===== config.mk =====
export PLATFORM = sky130hd
export DESIGN_NAME = sipo_deser
export DESIGN_NICKNAME = d
export VERILOG_FILES = /design/src/rtl/sipo_deser.sv
export SDC_FILE = /design/constraint.sdc
export NUM_CORES = 1
export LEC_CHECK = 0
export ABC_AREA = 1
export BUFFER_PORTS_ARGS = -buffer_cell sky130_fd_sc_hd__buf_2
export CAP_MARGIN = 10
export CORE_UTILIZATION = 40
export DETAILED_ROUTE_END_ITERATION = 16
export PLACE_DENSITY = 0.59
export SYNTH_ARGS = -nofsm -noshare
export SYNTH_HDL_FRONTEND = slang
export SYNTH_SLANG_ARGS = --single-unit

===== constraint.sdc =====
create_clock -name clk -period 1.73 [get_ports clk]
set_input_delay 0.0865 -clock clk [delete_from_list [all_inputs] [get_ports clk]]
set_output_delay 0.0865 -clock clk [all_outputs]
set_load 0.01 [all_outputs]

===== src/rtl/sipo_deser.sv =====
// Serial-in/parallel-out deserialiser: gathers WIDTH serial bits into a word and
// hands it to a one-entry valid/ready output register with sticky error flags.
module sipo_deser #(
  parameter int WIDTH     = 8,
  parameter bit MSB_FIRST = 1'b1
) (
  input  logic                     clk,
  input  logic                     reset_n,
  input  logic                     in_bit,
  input  logic                     in_valid,
  input  logic                     in_sof,
  output logic [WIDTH-1:0]         out_data,
  output logic                     out_valid,
  input  logic                     out_ready,
  output logic [$clog2(WIDTH)-1:0] bit_cnt,
  output logic                     overrun,
  output logic                     misalign,
  input  logic                     clr_flags
);
  localparam int               CNT_W = $clog2(WIDTH);
  localparam logic [CNT_W-1:0] LAST  = CNT_W'(WIDTH - 1);

  logic [WIDTH-1:0] sr_q, sr_d, data_q, data_d, shifted;
  logic [CNT_W-1:0] cnt_q, cnt_d, eff_cnt;
  logic             vld_q, vld_d, ovr_q, ovr_d, mis_q, mis_d;
  logic             complete, pop, push, ovr_set, mis_set;

  always_comb begin
    sr_d    = sr_q;
    cnt_d   = cnt_q;
    data_d  = data_q;
    vld_d   = vld_q;
    // A start-of-frame bit restarts the count; stale bits fall out of the shift
    // register before the word can complete, so they need no explicit clear.
    eff_cnt = in_sof ? '0 : cnt_q;
    shifted = MSB_FIRST ? {sr_q[WIDTH-2:0], in_bit} : {in_bit, sr_q[WIDTH-1:1]};
    complete = in_valid && (eff_cnt == LAST);
    if (in_valid) begin
      sr_d  = shifted;
      cnt_d = complete ? '0 : eff_cnt + CNT_W'(1);
    end

    pop     = vld_q && out_ready;
    push    = complete;
    ovr_set = push && vld_q && !pop;
    mis_set = in_valid && in_sof && (cnt_q != '0);
    if (push && (!vld_q || pop)) begin
      data_d = shifted;
      vld_d  = 1'b1;
    end else if (pop && !push) begin
      vld_d  = 1'b0;
    end

    // Set beats clear when both land in the same cycle.
    ovr_d = ovr_set || (ovr_q && !clr_flags);
    mis_d = mis_set || (mis_q && !clr_flags);
  end

  always_ff @(posedge clk or negedge reset_n) begin
    if (!reset_n) begin
      sr_q   <= '0;
      cnt_q  <= '0;
      data_q <= '0;
      vld_q  <= 1'b0;
      ovr_q  <= 1'b0;
      mis_q  <= 1'b0;
    end else begin
      sr_q   <= sr_d;
      cnt_q  <= cnt_d;
      data_q <= data_d;
      vld_q  <= vld_d;
      ovr_q  <= ovr_d;
      mis_q  <= mis_d;
    end
  end

  assign out_data  = data_q;
  assign out_valid = vld_q;
  assign bit_cnt   = cnt_q;
  assign overrun   = ovr_q;
  assign misalign  = mis_q;
endmodule


==> impl_metrics.env, run 1 <==
export IMPL_syn_area_per_cell_sq_um=8.94
export IMPL_hold_viol_final=0
export IMPL_clk_pin_slew_ns=0.11
export IMPL_routedWlPerCell_microns=9.93
export IMPL_clk_latency_ns=0.29
export IMPL_crit_cells=9
export IMPL_antenna_found_initial=0
export IMPL_overflow=0
export IMPL_fin_nets=129
export IMPL_cts_root_buf="clkbuf_4"
export IMPL_htree_levels=1
export IMPL_fp_dieH_microns=48.3
export IMPL_drive_above_1_share=0.218
export IMPL_start_util=0.433
export IMPL_leakage_nw=0.595
export IMPL_cts_buffer_depth=2
export IMPL_cts_hold_buffers=1
export IMPL_peakVddDrop_v=0.000406
export IMPL_p_sw_frac=0.270
export IMPL_intPower_w=0.000699
export IMPL_viasPerCell=4.54
export IMPL_finalSetupTns_ns=0
export IMPL_io_buffer_count=20
export IMPL_syn_to_final_growth_pct=19.0
export IMPL_max_freq_mhz=651
export IMPL_seqPwrFrac=0.604
export IMPL_synth_seq_cells=21
export IMPL_fin_skew_ns=0.00704
export IMPL_ys_warn_count=0
export IMPL_r2r_cells=9
export IMPL_critPathKind="flip-flop to flip-flop"
export IMPL_r2r_slack_ns=0.19
export IMPL_fill_cells=208
export IMPL_drc_errors=0
export IMPL_globalplace_congestion=0.697
export IMPL_coreArea_sq_mm=0.00198
export IMPL_grt_pass1_wl_microns=2580
export IMPL_worstHoldPathType="input port to flip-flop"
export IMPL_row_count=16
export IMPL_crit_chain="inv_1 -> nor2_1 -> ha_1 -> ha_1 -> nand2_1 -> inv_2 -> nand2_2 -> nand2_1 -> nand2_1"
export IMPL_die_area_sq_mm=0.00233
export IMPL_crit_path_end_kind="flip-flop"
export IMPL_drtIter0Drc=6
export IMPL_crit_buf_inv=2
export IMPL_p_switching_w=0.000259
export IMPL_outcome="finished clean"
export IMPL_crit_end="out_data[2]"
export IMPL_layoutNonFillerInstCount=146
export IMPL_cts_sinks=21
export IMPL_seq_area_frac_synth=0.612
export IMPL_dp_cells=141
export IMPL_yosysTopAreaCell="dfrtp_1"
export IMPL_io_pins=21
export IMPL_cp_startpoint="bit_cnt[0]"
export IMPL_critical_path_top_delay_family="simple AND/OR/NAND/NOR gates"
export IMPL_antenna_left=0
export IMPL_final_util=0.515
export IMPL_drt_total_wl_microns=1450
export IMPL_dr_pass1_iters=3
export IMPL_fp_dieW_microns=48.3
export IMPL_rsz0062_at_grt="no"
export IMPL_cts_setup_buffers=0
export IMPL_r2r_end="out_data[2]"
export IMPL_track_usage=0.145
export IMPL_synth_area_leaders="dfrtp_1 (61%), nand2_1 (12%), nand3_1 (6.4%)"
export IMPL_maxSlewViolCount=0
export IMPL_critPathLaunchType="flip-flop"
export IMPL_slowest_delay_ns=0.39
export IMPL_comb_power_share=0.161
export IMPL_setup_viol_count_final=0
export IMPL_timing_critical_path_slowest_stage_cell="dfrtp_1"
export IMPL_tritoncts="built"
export IMPL_grt_pass1_vias=587
export IMPL_pwr_share_clk=0.235
export IMPL_crit_required_ns=1.93
export IMPL_layout_worst_path_cycle_share=0.888
export IMPL_period_needed_ns=1.54
export IMPL_grt_max_degree=22
export IMPL_cts_inserted_buffers=3
export IMPL_dp_hpwl_microns=1060
export IMPL_syn_nets=105
export IMPL_whs_ns=0.0205
export IMPL_critical_path_peak_fanout=9
export IMPL_r2r_start="bit_cnt[0]"
export IMPL_antenna_cells=0
export IMPL_tightest_slew_ns=0.455
export IMPL_p_total_w=0.000958
export IMPL_drv_cap=0
export IMPL_slew_headroom=0.697
export IMPL_cpMostUsedCell="nand2_1"
export IMPL_vias=663
export IMPL_syn_cell_area_sq_um=858
export IMPL_yosys_area_top_type_share=0.612
export IMPL_power_density_mw_per_mm2=938
export IMPL_synth_cell_type_count=11
export IMPL_cp_data_arrival_time_ns=1.73
export IMPL_post_cts_resized=0
export IMPL_syn_inst=96
-- how the worst min path moves through the flow --
stage | from | to | slack (ns) | cells after the start
CTS | in_bit | sr_q[0] | 0.02 | 3
detailed placement | reset_n | out_data[2] | 0.06 | 1
global placement | reset_n | out_data[0] | 0.06 | 1
floorplan | reset_n | bit_cnt[0] | -0.21 | 0
finish | in_bit | sr_q[0] | 0.02 | 3
global route | in_bit | sr_q[0] | 0.03 | 3
-- stage by stage --
stage | cell area, sq um | setup slack [ns]
after floorplan | 858 | 0.336
after global placement | 985 | 0.299
after detailed placement | 985 | 0.195
after CTS | 1020 | 0.182
after global routing | 1020 | 0.00417
final | 1020 | 0.194
-- worst min-delay path, cell delays in order --
cell     delay [ns]
buf_2          0.09
nand2_1        0.05
o21ai_1        0.06
-- cell type report --
class                           count  area (sq um)  area share
Clock buffer                        4          26.3      0.0257
Inverter                           12          45.0      0.0441
Multi-Input combinational cell     60           273       0.267
Sequential cell                    21           526       0.515
Tap cell                           27          33.8      0.0331
Timing Repair Buffer               22           118       0.115
-- synthesized netlist by cell type --
cell type / count
inv_2: 1
nor2_1: 7
dfrtp_1: 21
nand2_2: 1
ha_1: 2
buf_2: 3
nand2_1: 28
inv_1: 11
a21oi_1: 4
o21ai_1: 7
nand3_1: 11
-- cell usage in the layout (no fill, tap or decap), drive strengths merged --
cell type    Yosys  routed
buf              3      21
nor2             7       7
dlygate4sd3      0       1
clkbuf           0       4
ha               2       2
inv             12      12
dfrtp           21      21
nand2           29      29
a21oi            4       4
nand3           11      11
o21ai            7       7
-- metal layers --
metal	part of all wire	vias to the layer above	GRT usage	routed length (microns)
li1	-	346	-	-
met5	0	-	0	0
met1	0.51	302	0.197	740
met2	0.44	13	0.221	636
met4	0.0083	0	0.0735	12
met3	0.041	2	0.0283	60
-- power by group through the flow --
stage	Sequential [W]	Combinational [W]	Clock, W
2_1_floorplan	0.000602	0.0000709	0
3_3_place_gp	0.000588	0.000154	0
3_5_place_dp	0.000588	0.000155	0
4_1_cts	0.000579	0.000158	0.000235
5_1_grt	0.000587	0.000178	0.000256
6_report	0.000578	0.000154	0.000226
-- flip-flops by register name, indices dropped and copies added (netlist names) --
register,count
out_valid,1
out_data,8
misalign,1
bit_cnt,3
sr_q,7
overrun,1
-- cells by family after synthesis --
kind of cell    after synthesis  share of synthesized area
compound gates               11                     0.0641
flops                        21                      0.612
simple gates                 47                      0.224
buf+inv                      15                     0.0700
fa+ha+maj                     2                     0.0291
(Power assumes the default switching activity.)
==> run 2, diff against run 1 <==
--- a/config.mk
+++ b/config.mk
@@ -5,12 +5,10 @@
 export SDC_FILE = /design/constraint.sdc
 export NUM_CORES = 1
 export LEC_CHECK = 0
-export ABC_AREA = 1
 export BUFFER_PORTS_ARGS = -buffer_cell sky130_fd_sc_hd__buf_2
-export CAP_MARGIN = 10
 export CORE_UTILIZATION = 40
 export DETAILED_ROUTE_END_ITERATION = 16
-export PLACE_DENSITY = 0.59
+export PLACE_DENSITY = 0.58
 export SYNTH_ARGS = -nofsm -noshare
 export SYNTH_HDL_FRONTEND = slang
 export SYNTH_SLANG_ARGS = --single-unit
==> impl_metrics.env, run 2 <==
export IMPL_p_sw_frac=0.260
export IMPL_synth_most_common_cell="dfrtp_1"
export IMPL_globalplace_congestion=0.712
export IMPL_viasPerCell=4.73
export IMPL_dp_hpwl_microns=969
export IMPL_cts_sinks=21
export IMPL_cts_buffer_depth=2
export IMPL_drv_cap=0
export IMPL_peakVddDrop_v=0.000503
export IMPL_hold_viol_final=0
export IMPL_drtIter0Drc=1
export IMPL_synth_cell_type_count=17
export IMPL_drt_total_wl_microns=1440
export IMPL_slew_headroom=0.690
export IMPL_final_common_cell="dfrtp_1"
export IMPL_yosys_area_share_adder=0.0283
export IMPL_power_density_mw_per_mm2=938
export IMPL_start_util=0.437
export IMPL_critPathKind="flip-flop to flip-flop"
export IMPL_setup_viol_count_final=0
export IMPL_syn_nets=70
export IMPL_die_area_sq_mm=0.00240
export IMPL_whs_ns=0.0350
export IMPL_ys_warn_count=0
export IMPL_ys_flop_type="dfrtp_1"
export IMPL_io_buffer_count=20
export IMPL_yosys_area_top_type_share=0.594
export IMPL_tightest_slew_ns=0.465
export IMPL_antenna_found_initial=0
export IMPL_p_total_w=0.00102
export IMPL_synth_seq_cells=21
export IMPL_clk_pin_slew_ns=0.11
export IMPL_fin_nets=98
export IMPL_row_count=16
export IMPL_cts_root_buf="clkbuf_4"
export IMPL_grt_pass1_wl_microns=2570
export IMPL_htree_levels=1
export IMPL_intPower_w=0.000756
export IMPL_drc_errors=0
export IMPL_yosys_top_cells_count="dfrtp_1 (21), mux2_4 (8), mux2_2 (7)"
export IMPL_grt_pass1_vias=534
export IMPL_postSynth_asyncResetShare=1.00
export IMPL_drive_above_1_share=0.534
export IMPL_crit_required_ns=1.93
export IMPL_p_switching_w=0.000266
export IMPL_coreArea_sq_mm=0.00202
export IMPL_antenna_left=0
export IMPL_layout_worst_path_cycle_share=0.938
export IMPL_yosys_area_share_xor_xnor=0
export IMPL_synthSimpleGateAreaFrac=0.0778
export IMPL_comb_power_share=0.179
export IMPL_tritoncts="built"
export IMPL_fp_dieW_microns=49.0
export IMPL_maxSlewViolCount=0
export IMPL_track_usage=0.148
export IMPL_cp_data_arrival_time_ns=1.82
export IMPL_largest_register_ffs=8
export IMPL_max_freq_mhz=617
export IMPL_final_cell_mix="dfrtp_1 (21), buf_2 (20), mux2_4 (8), mux2_2 (7), inv_1 (4)"
export IMPL_synth_enable_flop_cells=0
export IMPL_worstHoldPathType="input port to flip-flop"
export IMPL_synth_compound_area_frac=0.0396
export IMPL_critical_path_peak_fanout=8
export IMPL_syn_to_final_growth_pct=23.2
export IMPL_clk_latency_ns=0.30
export IMPL_pwr_share_clk=0.226
export IMPL_seqPwrFrac=0.595
export IMPL_antenna_cells=0
export IMPL_seq_area_frac_synth=0.594
export IMPL_yosysTopAreaCell="dfrtp_1"
export IMPL_cts_setup_buffers=0
export IMPL_period_needed_ns=1.62
export IMPL_fp_dieH_microns=49.0
export IMPL_outcome="finished clean"
export IMPL_fill_cells=194
export IMPL_fin_skew_ns=0.00317
export IMPL_synth_area_leaders="dfrtp_1 (59%), mux2_4 (14%), mux2_2 (8.9%)"
export IMPL_critPathLaunchType="flip-flop"
export IMPL_overflow=0
export IMPL_dr_pass1_iters=4
export IMPL_routedWlPerCell_microns=12.5
export IMPL_synth_top_family_by_area="multiplexers"
export IMPL_finalSetupTns_ns=0
export IMPL_syn_area_per_cell_sq_um=14.5
export IMPL_syn_cell_area_sq_um=885
export IMPL_muxShareOfSynthArea=0.225
export IMPL_io_pins=21
export IMPL_leakage_nw=0.564
export IMPL_grt_max_degree=22
export IMPL_cts_inserted_buffers=3
export IMPL_rsz0062_at_grt="no"
export IMPL_crit_path_end_kind="flip-flop"
export IMPL_vias=544
export IMPL_syn_inst=61
-- run 2: cell types whose count changed in the layout (fill, tap and decap cells not counted), sizes merged, moves of 2 or more --
cell	change
inv	-8
mux2	+15
nor2b	+3
a21oi	-3
nor2	-4
o21ai	-4
nand3	-11
nand2	-25
buf	+2
-- run 2: what timing repair did --
| item | CTS | global route |
|---|---|---|
| resized for setup | 0 | 2 |
| setup endpoints to repair | 0 | 7 |
| hold buffers | 2 | 0 |
| hold endpoints to repair | 23 | 0 |
-- run 2: cell type report --
type / instances / area, sq um / area share
Multi-Input combinational cell: 34 / 333 / 0.305
Tap cell: 27 / 33.8 / 0.0310
Inverter: 4 / 15.0 / 0.0138
Clock inverter: 1 / 5.00 / 0.00459
Timing Repair Buffer: 25 / 155 / 0.142
Sequential cell: 21 / 526 / 0.482
Clock buffer: 3 / 22.5 / 0.0207
-- run 2: per-stage QoR --
stage               instance area (sq um)  worst slack (ns)  utilization  cells
finish                               1090             0.108        0.539    115
floorplan                             885            0.0839            -     61
detailed placement                   1040            0.0833        0.513    109
global placement                     1040             0.125        0.513    109
global route                         1090           0.00345        0.539    115
CTS                                  1080            0.0555        0.537    115
-- run 2: critical path, cell delays in order (launching register included) --
cell	delay, ns
dfrtp_1	0.38
inv_1	0.06
nor2_1	0.09
ha_1	0.15
ha_2	0.19
nand2_2	0.08
nor2b_4	0.13
buf_12	0.14
mux2_4	0.30
-- run 2: logic make-up after synthesis --
| logic type | count (synthesis) |
|---|---|
| fa+ha+maj | 2 |
| mux | 15 |
| flops | 21 |
| simple gates | 11 |
| compound gates | 6 |
| buf+inv | 6 |
-- run 2: final timing paths --
check / start / end / slack, ns / cells past startpoint
max: bit_cnt[1] / out_data[5] / 0.11 / 8
min: in_bit / sr_q[0] / 0.04 / 2
max in group asynchronous: reset_n / sr_q[1] / 1.16 / 2
min reg2reg: sr_q[6] / out_data[7] / 0.52 / 1
max reg2reg: bit_cnt[1] / out_data[5] / 0.11 / 8
min in group asynchronous: reset_n / bit_cnt[1] / 0.25 / 2
-- run 2: power groups by stage --
stage	combinational (W)	sequential (W)	clock, W
floorplan	0.0000940	0.000627	0
global placement	0.000178	0.000617	0
detailed placement	0.000180	0.000617	0
CTS	0.000185	0.000610	0.000245
global route	0.000204	0.000622	0.000266
finish	0.000183	0.000609	0.000231
-- run 2: per-layer routing --
layer	global-route usage	vias up	routed length, microns	share of wire
met4	0.0735	0	15	0.010
met3	0.0374	2	54	0.037
met1	0.193	273	675	0.47
li1	-	259	-	-
met5	0	-	0	0
met2	0.227	10	694	0.48
